**src/rtl/serial_link_pkg.sv**
```systemverilog
// rtl/serial_link_pkg.sv - shared lane state encoding and default link constants
package serial_link_pkg;

  typedef enum logic [1:0] {
    HUNT   = 2'd0,
    CHECK  = 2'd1,
    LOCKED = 2'd2
  } lane_state_t;

  localparam logic [7:0] DEF_COMMA      = 8'hBC;
  localparam int         DEF_LOCK_COUNT = 4;
  localparam int         DEF_LOSS_COUNT = 3;

endpackage

```
**src/rtl/serial_parallel_lane.sv**
```systemverilog
// rtl/serial_parallel_lane.sv - one-lane deserialiser with comma hunt, lock check and loss detection
module serial_parallel_lane
  import serial_link_pkg::*;
#(
  parameter int               WIDTH      = 8,
  parameter logic [WIDTH-1:0] COMMA      = WIDTH'(DEF_COMMA),
  parameter int               LOCK_COUNT = DEF_LOCK_COUNT,
  parameter int               LOSS_COUNT = DEF_LOSS_COUNT
) (
  input  logic             clk,
  input  logic             reset,
  input  logic             data_in,
  input  logic             resync,
  output logic [WIDTH-1:0] data,
  output logic             valid,
  output logic             active
);

  localparam int BW  = $clog2(WIDTH);
  localparam int LKW = $clog2(LOCK_COUNT + 1) + 1;
  localparam int LSW = $clog2(LOSS_COUNT + 1) + 1;

  localparam logic [BW-1:0]  LAST_BIT = BW'(WIDTH - 1);
  localparam logic [LKW-1:0] LOCK_N   = LKW'(LOCK_COUNT);
  localparam logic [LSW-1:0] LOSS_N   = LSW'(LOSS_COUNT);

  // Only the low WIDTH-1 history bits are ever observed, so the MSB is not kept.
  logic [WIDTH-2:0] sr;
  logic [BW-1:0]    bit_cnt, bit_d;
  logic [LKW-1:0]   lock_cnt, lock_d;
  logic [LSW-1:0]   loss_cnt, loss_d;
  lane_state_t      state, state_d;
  logic [WIDTH-1:0] data_d;
  logic             valid_d;

  logic [WIDTH-1:0] cand;
  logic             boundary;

  assign cand     = {sr, data_in};
  assign boundary = (bit_cnt == LAST_BIT);

  // Register the lane state; the shift register keeps sliding even during resync.
  always_ff @(posedge clk or posedge reset) begin
    if (reset) begin
      sr       <= '0;
      bit_cnt  <= '0;
      lock_cnt <= '0;
      loss_cnt <= '0;
      state    <= HUNT;
      data     <= '0;
      valid    <= 1'b0;
      active   <= 1'b0;
    end else begin
      sr       <= cand[WIDTH-2:0];
      bit_cnt  <= bit_d;
      lock_cnt <= lock_d;
      loss_cnt <= loss_d;
      state    <= state_d;
      data     <= data_d;
      valid    <= valid_d;
      active   <= (state_d == LOCKED);
    end
  end

  // Next-state logic: comma hunt, lock confirmation, data emission and lock loss.
  always_comb begin
    state_d = state;
    bit_d   = boundary ? '0 : bit_cnt + BW'(1);
    lock_d  = lock_cnt;
    loss_d  = loss_cnt;
    data_d  = data;
    valid_d = 1'b0;
    if (resync) begin
      state_d = HUNT;
      bit_d   = '0;
      lock_d  = '0;
      loss_d  = '0;
    end else begin
      case (state)
        HUNT: begin
          if (cand == COMMA) begin
            bit_d   = '0;
            lock_d  = LKW'(1);
            state_d = (LOCK_COUNT == 1) ? LOCKED : CHECK;
          end
        end
        CHECK: begin
          if (boundary) begin
            if (cand == COMMA) begin
              lock_d = lock_cnt + LKW'(1);
              if (lock_d >= LOCK_N) state_d = LOCKED;
            end else begin
              lock_d  = '0;
              state_d = HUNT;
            end
          end
        end
        LOCKED: begin
          if (boundary) begin
            if (cand != COMMA) begin
              data_d  = cand;
              valid_d = 1'b1;
            end else begin
              loss_d = '0;
            end
          end else if (cand == COMMA) begin
            if (loss_cnt + LSW'(1) >= LOSS_N) begin
              // Lock lost: this comma is taken as a fresh hunt match, so the
              // counter realigns to it and confirmation restarts at one.
              loss_d  = '0;
              bit_d   = '0;
              lock_d  = LKW'(1);
              state_d = CHECK;
            end else begin
              loss_d = loss_cnt + LSW'(1);
            end
          end
        end
        default: state_d = HUNT;
      endcase
    end
  end

endmodule

```
**src/rtl/serial_parallel_lanes.sv**
```systemverilog
// rtl/serial_parallel_lanes.sv - independent multi-lane serial-to-parallel receiver
module serial_parallel_lanes
  import serial_link_pkg::*;
#(
  parameter int               LANES      = 4,
  parameter int               WIDTH      = 8,
  parameter logic [WIDTH-1:0] COMMA      = WIDTH'(DEF_COMMA),
  parameter int               LOCK_COUNT = DEF_LOCK_COUNT,
  parameter int               LOSS_COUNT = DEF_LOSS_COUNT
) (
  input  logic                   clk,
  input  logic                   reset,
  input  logic [LANES-1:0]       data_serial_in,
  input  logic [LANES-1:0]       resync,
  output logic [LANES*WIDTH-1:0] parallel_data,
  output logic [LANES-1:0]       valid_out,
  output logic [LANES-1:0]       active,
  output logic                   all_active
);

  for (genvar i = 0; i < LANES; i++) begin : g_lane
    serial_parallel_lane #(
      .WIDTH      (WIDTH),
      .COMMA      (COMMA),
      .LOCK_COUNT (LOCK_COUNT),
      .LOSS_COUNT (LOSS_COUNT)
    ) u_lane (
      .clk     (clk),
      .reset   (reset),
      .data_in (data_serial_in[i]),
      .resync  (resync[i]),
      .data    (parallel_data[i*WIDTH +: WIDTH]),
      .valid   (valid_out[i]),
      .active  (active[i])
    );
  end

  assign all_active = &active;

endmodule

```
**config.mk**
```make
export PLATFORM = sky130hd
export DESIGN_NAME = serial_parallel_lanes
export DESIGN_NICKNAME = d
export VERILOG_FILES = /design/src/rtl/serial_link_pkg.sv /design/src/rtl/serial_parallel_lane.sv /design/src/rtl/serial_parallel_lanes.sv
export SDC_FILE = /design/constraint.sdc
export NUM_CORES = 1
export LEC_CHECK = 0
export ABC_AREA = 1
export CAP_MARGIN = 40
export CORE_MARGIN = 3
export CORE_UTILIZATION = 58
export CTS_CLUSTER_SIZE = 10
export DETAILED_ROUTE_END_ITERATION = 12
export PLACE_DENSITY = 0.79
export SLEW_MARGIN = 0
export SYNTH_ARGS = -nofsm -noshare
export SYNTH_HDL_FRONTEND = slang
export SYNTH_SLANG_ARGS = --single-unit
```
**constraint.sdc**
```tcl
create_clock -name clk -period 5.7 [get_ports clk]
set_clock_uncertainty 0.15 [all_clocks]
set_input_delay 1.425 -clock clk [delete_from_list [all_inputs] [get_ports clk]]
set_output_delay 1.425 -clock clk [all_outputs]
set_load 0.005 [all_outputs]
```
==> flow_metrics.env <==
export IMPL_combPwrFrac=0.064
export IMPL_required_ps=4120
export IMPL_arrival_ps=1640
export IMPL_cts_buffer_depth=2
export IMPL_grt_overflow=0
export IMPL_firstDrtPassIters=5
export IMPL_die_area_um2=11500
export IMPL_area_delta_synth_final_pct=19.5
export IMPL_drv_cap=0
export IMPL_die_h_um=107
export IMPL_status="completed"
export IMPL_tightest_slew_ps=562
export IMPL_totalWireLength_mm=11.9
export IMPL_clk_pin_slew_worst_paths_ps=60
export IMPL_syn_avg_cell_area_um2=8.48
export IMPL_place_hpwl_mm=8.43
export IMPL_power_switching_uw=467
export IMPL_stdcell_area_um2=7070
export IMPL_ys_warn_count=0
export IMPL_cts_tree="yes"
export IMPL_ctsResizeCount=0
export IMPL_num_fill_cells=714
export IMPL_grt_pass1_vias=4719
export IMPL_worst_path_max_delay_cell="clkdlybuf4s50_1"
export IMPL_ios=51
export IMPL_io_buffers=50
export IMPL_syn_num_nets=744
export IMPL_place_inst=868
export IMPL_min_period_ps=3220
export IMPL_synthCells=698
export IMPL_synth_cell_types=37
export IMPL_r2r_end="g_lane[3].u_lane.data[2]$_DFFE_PP0P_"
export IMPL_grt_use_total=0.229
export IMPL_crit_path_start_kind="flop"
export IMPL_cts_buffers=17
export IMPL_insertion_delay_ps=520
export IMPL_rrSetupSlack_ps=3580
export IMPL_synth_top_area_share=0.490
export IMPL_hold_end="g_lane[3].u_lane.sr[1]$_DFF_PP0_"
export IMPL_fin_setup_tns_ps=0
export IMPL_ctsHoldBuffers=0
export IMPL_multi_input_area_um2=2520
export IMPL_power_share_sequential=0.434
export IMPL_grt_antenna_before_repair=0
export IMPL_post_route_period_util=0.564
export IMPL_start_util=0.600
export IMPL_finalSetupViolations=0
export IMPL_slowest_delay_ps=510
export IMPL_vias_per_cell=5.23
export IMPL_rsz0062_at_grt="false"
export IMPL_path_max_fanout=2
export IMPL_powerDensity_nw_per_um2=284
export IMPL_layout_cells_non_filler=899
export IMPL_diodes=0
export IMPL_core_area_um2=9860
export IMPL_p_int_mw=1.54
export IMPL_ir_worst_vdd_mv=0.199
export IMPL_cts_sinks=116
export IMPL_post_cts_setup_buffer_count=0
export IMPL_path_cells="nand2_1, nor2_1, clkdlybuf4s50_1"
export IMPL_fmax_mhz=311
export IMPL_hold_violations=0
export IMPL_die_width_um=107
export IMPL_yosysSeqAreaShare=0.490
export IMPL_path_class="reg2out"
export IMPL_cts_root_buf="clkbuf_8"
export IMPL_totalPowerFinal_mw=2.01
export IMPL_seq_area_um2=2900
export IMPL_hold_depth=0
export IMPL_gp_congestion=0.848
export IMPL_rr_worst_depth=8
export IMPL_drive_gt1_frac=0.114
export IMPL_num_rows=36
export IMPL_max_slew_margin=0.622
export IMPL_syn_cell_area_um2=5920
export IMPL_grt_max_degree=72
export IMPL_p_leak_nw=3.55
export IMPL_hp_class="reg2reg"
export IMPL_ys_ff_latch=116
export IMPL_switching_share=0.232
export IMPL_ant_nets=0
export IMPL_placed_area_um2=6510
export IMPL_vias=4702
export IMPL_h_tree_depth=4
export IMPL_drv_slew=0
export IMPL_clockPowerShare=0.502
export IMPL_netlist_top_cells_area="dfrtp_1, nand2_1, ha_1"
export IMPL_endpoint_kind="output pin"
export IMPL_grt_first_pass_wirelength_mm=21.2
export IMPL_drtIter0Drc=225
export IMPL_yosysTopAreaCell="dfrtp_1"
export IMPL_layout_nets=800
export IMPL_wl_per_cell_um=13.3
export IMPL_r2r_start="g_lane[3].u_lane.state[0]$_DFF_PP0_"
export IMPL_drc_errors=0
export IMPL_hold_start="g_lane[3].u_lane.sr[0]$_DFF_PP0_"
## kinds of logic after synthesis
| family | Yosys count | share of synthesized area |
|---|---|---|
| and+or+nand+nor | 345 | 0.260 |
| adders and majority gates | 36 | 0.0761 |
| buffers and inverters | 117 | 0.0847 |
| DFF | 116 | 0.490 |
| xor gates and xnor gates | 1 | 0.00148 |
| AOI/OAI and AO/OA | 83 | 0.0873 |
## cell usage after synthesis
master    count
nand2_2       6
o21a_1        1
nor2_2        7
nand3_4       1
o32ai_1       1
nor2_1       57
o21ai_1      16
o211ai_2      2
and2_1        2
a21boi_0      2
o31ai_1       3
buf_2         2
nand4_1      10
a21oi_2       1
or2_2         2
nand2_4       2
buf_4        10
o21ai_4       1
xnor2_1       1
dfrtp_1     116
a21oi_1      10
a211oi_1      3
nor2_4        7
nor4_1        4
o211ai_1      1
nand2_1     198
ha_1         36
nand3_1      41
nor3_1        5
inv_2        14
inv_1        88
nor2_8        1
o22ai_1       7
nand3_2       2
buf_6         3
o21ai_0      26
o21ai_2       9
## critical path, delay by kind of cell, from the launching register on
kind                   cells  cell delay (ps)
buffers and inverters      1              510
DFF                        1              360
and+or+nand+nor            2              260
## layout make-up
class / instances / share of cell area
flip-flops and latches: 116 / 0.410
repair buffers: 52 / 0.0757
inverters: 102 / 0.0545
clock inverters: 9 / 0.0147
multi-input cells: 465 / 0.356
clock buffers: 22 / 0.0655
well taps: 133 / 0.0235
## flip-flops by register name, summed over array words and instances (netlist names)
name                    cells
g_lane.u_lane.loss_cnt     12
g_lane.u_lane.active        4
g_lane.u_lane.lock_cnt     16
g_lane.u_lane.data         32
g_lane.u_lane.sr           28
g_lane.u_lane.state         8
g_lane.u_lane.bit_cnt      12
g_lane.u_lane.valid         4
## per-layer routing
metal / GRT usage / part of all wire / up-vias
li1: - / - / 2334
met3: 0.0560 / 0.038 / 17
met2: 0.382 / 0.50 / 100
met1: 0.299 / 0.45 / 2251
met4: 0.0658 / 0.013 / 0
met5: 0 / 0 / -
## power groups by stage
stage	logic, mW	registers [mW]	clock network, mW
global route	0.146	0.875	1.06
finish	0.129	0.872	1.01
CTS	0.129	0.872	1.02
floorplan	0.0932	0.880	0
detailed placement	0.127	0.885	0
global placement	0.116	0.884	0
## metrics by stage
| stage | setup slack [ps] | hold slack, ps | util |
|---|---|---|---|
| global placement | 2440 | 212 | 0.657 |
| finish | 2480 | 227 | 0.717 |
| detailed placement | 2340 | 219 | 0.660 |
| CTS | 2460 | 228 | 0.717 |
| floorplan | 1050 | 204 | - |
| global route | 2390 | 245 | 0.717 |
## cell usage in the layout (no fill, tap or decap), types with 5 or more instances in the layout
cell type / Yosys / routed
a21oi_1: 10 / 10
clkbuf_16: 0 / 16
clkdlybuf4s50_1: 0 / 50
dfrtp_1: 116 / 116
ha_1: 36 / 36
inv_1: 88 / 87
inv_2: 14 / 14
nand2_1: 198 / 198
nand2_2: 6 / 6
nand3_1: 41 / 41
nand4_1: 10 / 10
nor2_1: 57 / 57
nor2_2: 7 / 7
nor2_4: 7 / 7
nor3_1: 5 / 5
o21ai_0: 26 / 26
o21ai_1: 16 / 16
o21ai_2: 9 / 9
o22ai_1: 7 / 7
## how the worst max path moves through the flow
stage | from | end | slack, ps | cells after the start
floorplan | reset | g_lane[0].u_lane.active$_DFF_PP0_ | 1050 | 1
global placement | resync[3] | g_lane[3].u_lane.data[5]$_DFFE_PP0P_ | 2440 | 6
detailed placement | data_serial_in[2] | g_lane[2].u_lane.lock_cnt[3]$_DFFE_PP0P_ | 2340 | 7
CTS | g_lane[3].u_lane.active$_DFF_PP0_ | all_active | 2460 | 3
global route | g_lane[3].u_lane.active$_DFF_PP0_ | all_active | 2390 | 3
finish | g_lane[3].u_lane.active$_DFF_PP0_ | all_active | 2480 | 3
(Power assumes the default switching activity.)
==> patch: new RTL, same flow settings <==
The parameter `LANES` goes from 4 to 3.
--- a/src/rtl/serial_parallel_lanes.sv
+++ b/src/rtl/serial_parallel_lanes.sv
@@ -2,7 +2,7 @@
 module serial_parallel_lanes
   import serial_link_pkg::*;
 #(
-  parameter int               LANES      = 4,
+  parameter int               LANES      = 3,
   parameter int               WIDTH      = 8,
   parameter logic [WIDTH-1:0] COMMA      = WIDTH'(DEF_COMMA),
   parameter int               LOCK_COUNT = DEF_LOCK_COUNT,
Ports: changed (5 resized); port bits go from 51 to 39. No check against the original RTL was run, so the function may have changed too.
==> patch against the original RTL <==
Routed wire length shrank 38%. Total power shrank 44%. Cell area shrank 31%. Worst setup slack gained 0.27 ns. Synthesized area shrank 28%. Sequential cell count shrank 29. Global-route usage shrank 3.5 points. Critical endpoint unchanged. Largest cell class unchanged.
==> patch: results (changes against the original RTL) <==
| Metric | Value |
|---|---|
| Status | completed |
| Vias per cell | 5.043 (-3.6%) |
| # resized after CTS | 0 (unchanged) |
| Clock latency on the worst-skew pair | 0.34 ns (-0.18 ns) |
| Delay-heaviest family, CP | buffers and inverters |
| Leakage | 0.002526 uW (-29%) |
| Critical Path Source | g_lane[2].u_lane.active |
| Slowest CP cell | clkdlybuf4s50_1 |
| Synth area leaders | dfrtp_1 (51%), nand2_1 (13%), ha_1 (8.0%) |
| Post-DP HPWL | 5502 um (-35%) |
| Synth Flop Type | dfrtp_1 |
| Worst R2R Start | g_lane[2].u_lane.bit_cnt[0] |
| Layout cells sized above 1 | 0.1000 (-0.01358) |
| Worst min-delay path startpoint | g_lane[1].u_lane.sr[0] |
| # port buffers | 38 (-24%) |
| Max VDD drop | 0.0001345 V (-32%) |
| Total CTS buffers | 9 (-8) |
| Part of the Yosys area used for sequential elements | 0.5125 (+0.02224) |
| Post-Syn Nets | 517 (-31%) |
| Min-delay worst type | reg -> reg |
| Initial antenna violation count | 0 (unchanged) |
| WP data arrival | 1.37 ns (-0.27 ns) |
| # diodes | 0 (unchanged) |
| Placer Congestion | 0.8407 (-0.86%) |
| Max FO, Critical Path | 2 (unchanged) |
| Routed wire length | 7354 um (-38%) |
| Largest regs | g_lane.u_lane.data: 24 flops, g_lane.u_lane.sr: 21 flops, g_lane.u_lane.lock_cnt: 12 flops |
| Largest net degree at the start of global routing | 41 (-43%) |
| Filler cells | 548 (-23%) |
| First-pass GRT wire length | 13360 um (-37%) |
| Worst path max stage delay | 0.49 ns (-0.02 ns) |
| DRT iter0 DRCs | 109 (-52%) |
| Worst Hold Path Cells | 0 (unchanged) |
| # nets final | 560 (-30%) |
| Vias in the first global route | 3156 (-33%) |
| Pre-antenna DRT Iters | 4 (-1) |
| Clk slew on worst S/H paths | 0.08 ns (+0.02 ns) |
| Synth warn | 0 (unchanged) |
| H-tree depth | 3 (-1) |
| Async set-reset flop share out of synthesis | 1.000 (unchanged) |
| Number of remaining DRC errors | 0 (unchanged) |
| Slew @ Worst Pin | 0.4752 ns (-0.08698 ns) |
| CTS max path bufs | 2 (unchanged) |
| FF-to-FF path depth | 10 (+2) |
| Sw Ratio | 0.2513 (+0.01921) |
| Post-CTS Setup Repair Bufs | 0 (unchanged) |
| Placed Area | 0.004716 sq mm (-28%) |
| Global Route Usage Sum | 0.1942 (-0.03501) |
| Distinct cells, synth | 35 (-5.4%) |
| Synth cell count leaders | nand2_1 (142), dfrtp_1 (87), inv_1 (56) |
[patch: cell types whose count changed after synthesis, sizes merged, moves of 5 or more]
| cell | before | now |
|---|---|---|
| nand4 | 10 | 4 |
| o21ai | 52 | 29 |
| nand2 | 206 | 151 |
| nor2 | 72 | 44 |
| o22ai | 7 | 2 |
| buf | 15 | 8 |
| ha | 36 | 27 |
| inv | 102 | 66 |
| dfrtp | 116 | 87 |
| nand3 | 44 | 23 |
[patch: cells by family (layout without fill, tap and decap cells)]
family,Yosys count,after routing,share of synthesized area
simple gates,232,232,0.2462
flops,87,87,0.5125
buf+inv,75,123,0.07422
compound gates,54,54,0.07305
fa+ha+maj,27,27,0.07953
xor+xnor,7,7,0.01443
[patch: worst register-to-register path, cell delays in order, from the launching register on]
cell and delay [ns]:
dfrtp_1 0.39, ha_1 0.20, ha_1 0.27, inv_2 0.13, o21ai_0 0.09, o21ai_1 0.10, o211ai_2 0.14, nor2_4 0.17
inv_2 0.06, nand2_1 0.05, nand2_1 0.05
[patch: layer usage]
layer / vias to the layer above / part of all wire / track usage
met3: 13 / 0.042 / 0.03480
li1: 1600 / - / -
met2: 64 / 0.49 / 0.3323
met5: - / 0 / 0
met1: 1480 / 0.45 / 0.2426
met4: 0 / 0.019 / 0.07789
[patch: path summary, 6_finish.rpt]
path / to / slack (ns)
min in group asynchronous: g_lane[0].u_lane.valid / 1.25
setup / recovery: all_active / 2.76
max in group asynchronous: g_lane[2].u_lane.data[0] / 3.25
hold reg to reg: g_lane[1].u_lane.sr[1] / 0.23
setup reg to reg: g_lane[2].u_lane.lock_cnt[1] / 3.78
hold / removal: g_lane[1].u_lane.sr[1] / 0.23
[patch: final cells by class]
type	instances	area, sq um	area share
well taps	96	120.1	0.02460
flip-flops and latches	87	2177	0.4458
clock buffers	13	148.9	0.03049
repair buffers	40	407.9	0.08353
inverters	67	255.2	0.05227
clock inverters	3	18.77	0.003843
multi-input cells	320	1755	0.3595
[patch: power by group through the flow]
stage / clock [uW] / combinational (uW) / sequential (uW)
after detailed placement: 0 / 102 / 667
after global routing: 405 / 118 / 658
after global placement: 0 / 92.3 / 665
after floorplan: 0 / 71.9 / 663
final: 370 / 101 / 654
after CTS: 380 / 103 / 654
[patch: through the flow]
stage / worst slack [ns] / hold slack [ns] / instances
2_1_floorplan: 1.875 / 0.2037 / 482
5_1_grt: 2.706 / 0.2449 / 626
3_3_place_gp: 2.572 / 0.2103 / 609
6_report: 2.756 / 0.2327 / 626
3_5_place_dp: 2.549 / 0.2083 / 610
4_1_cts: 2.734 / 0.2336 / 626
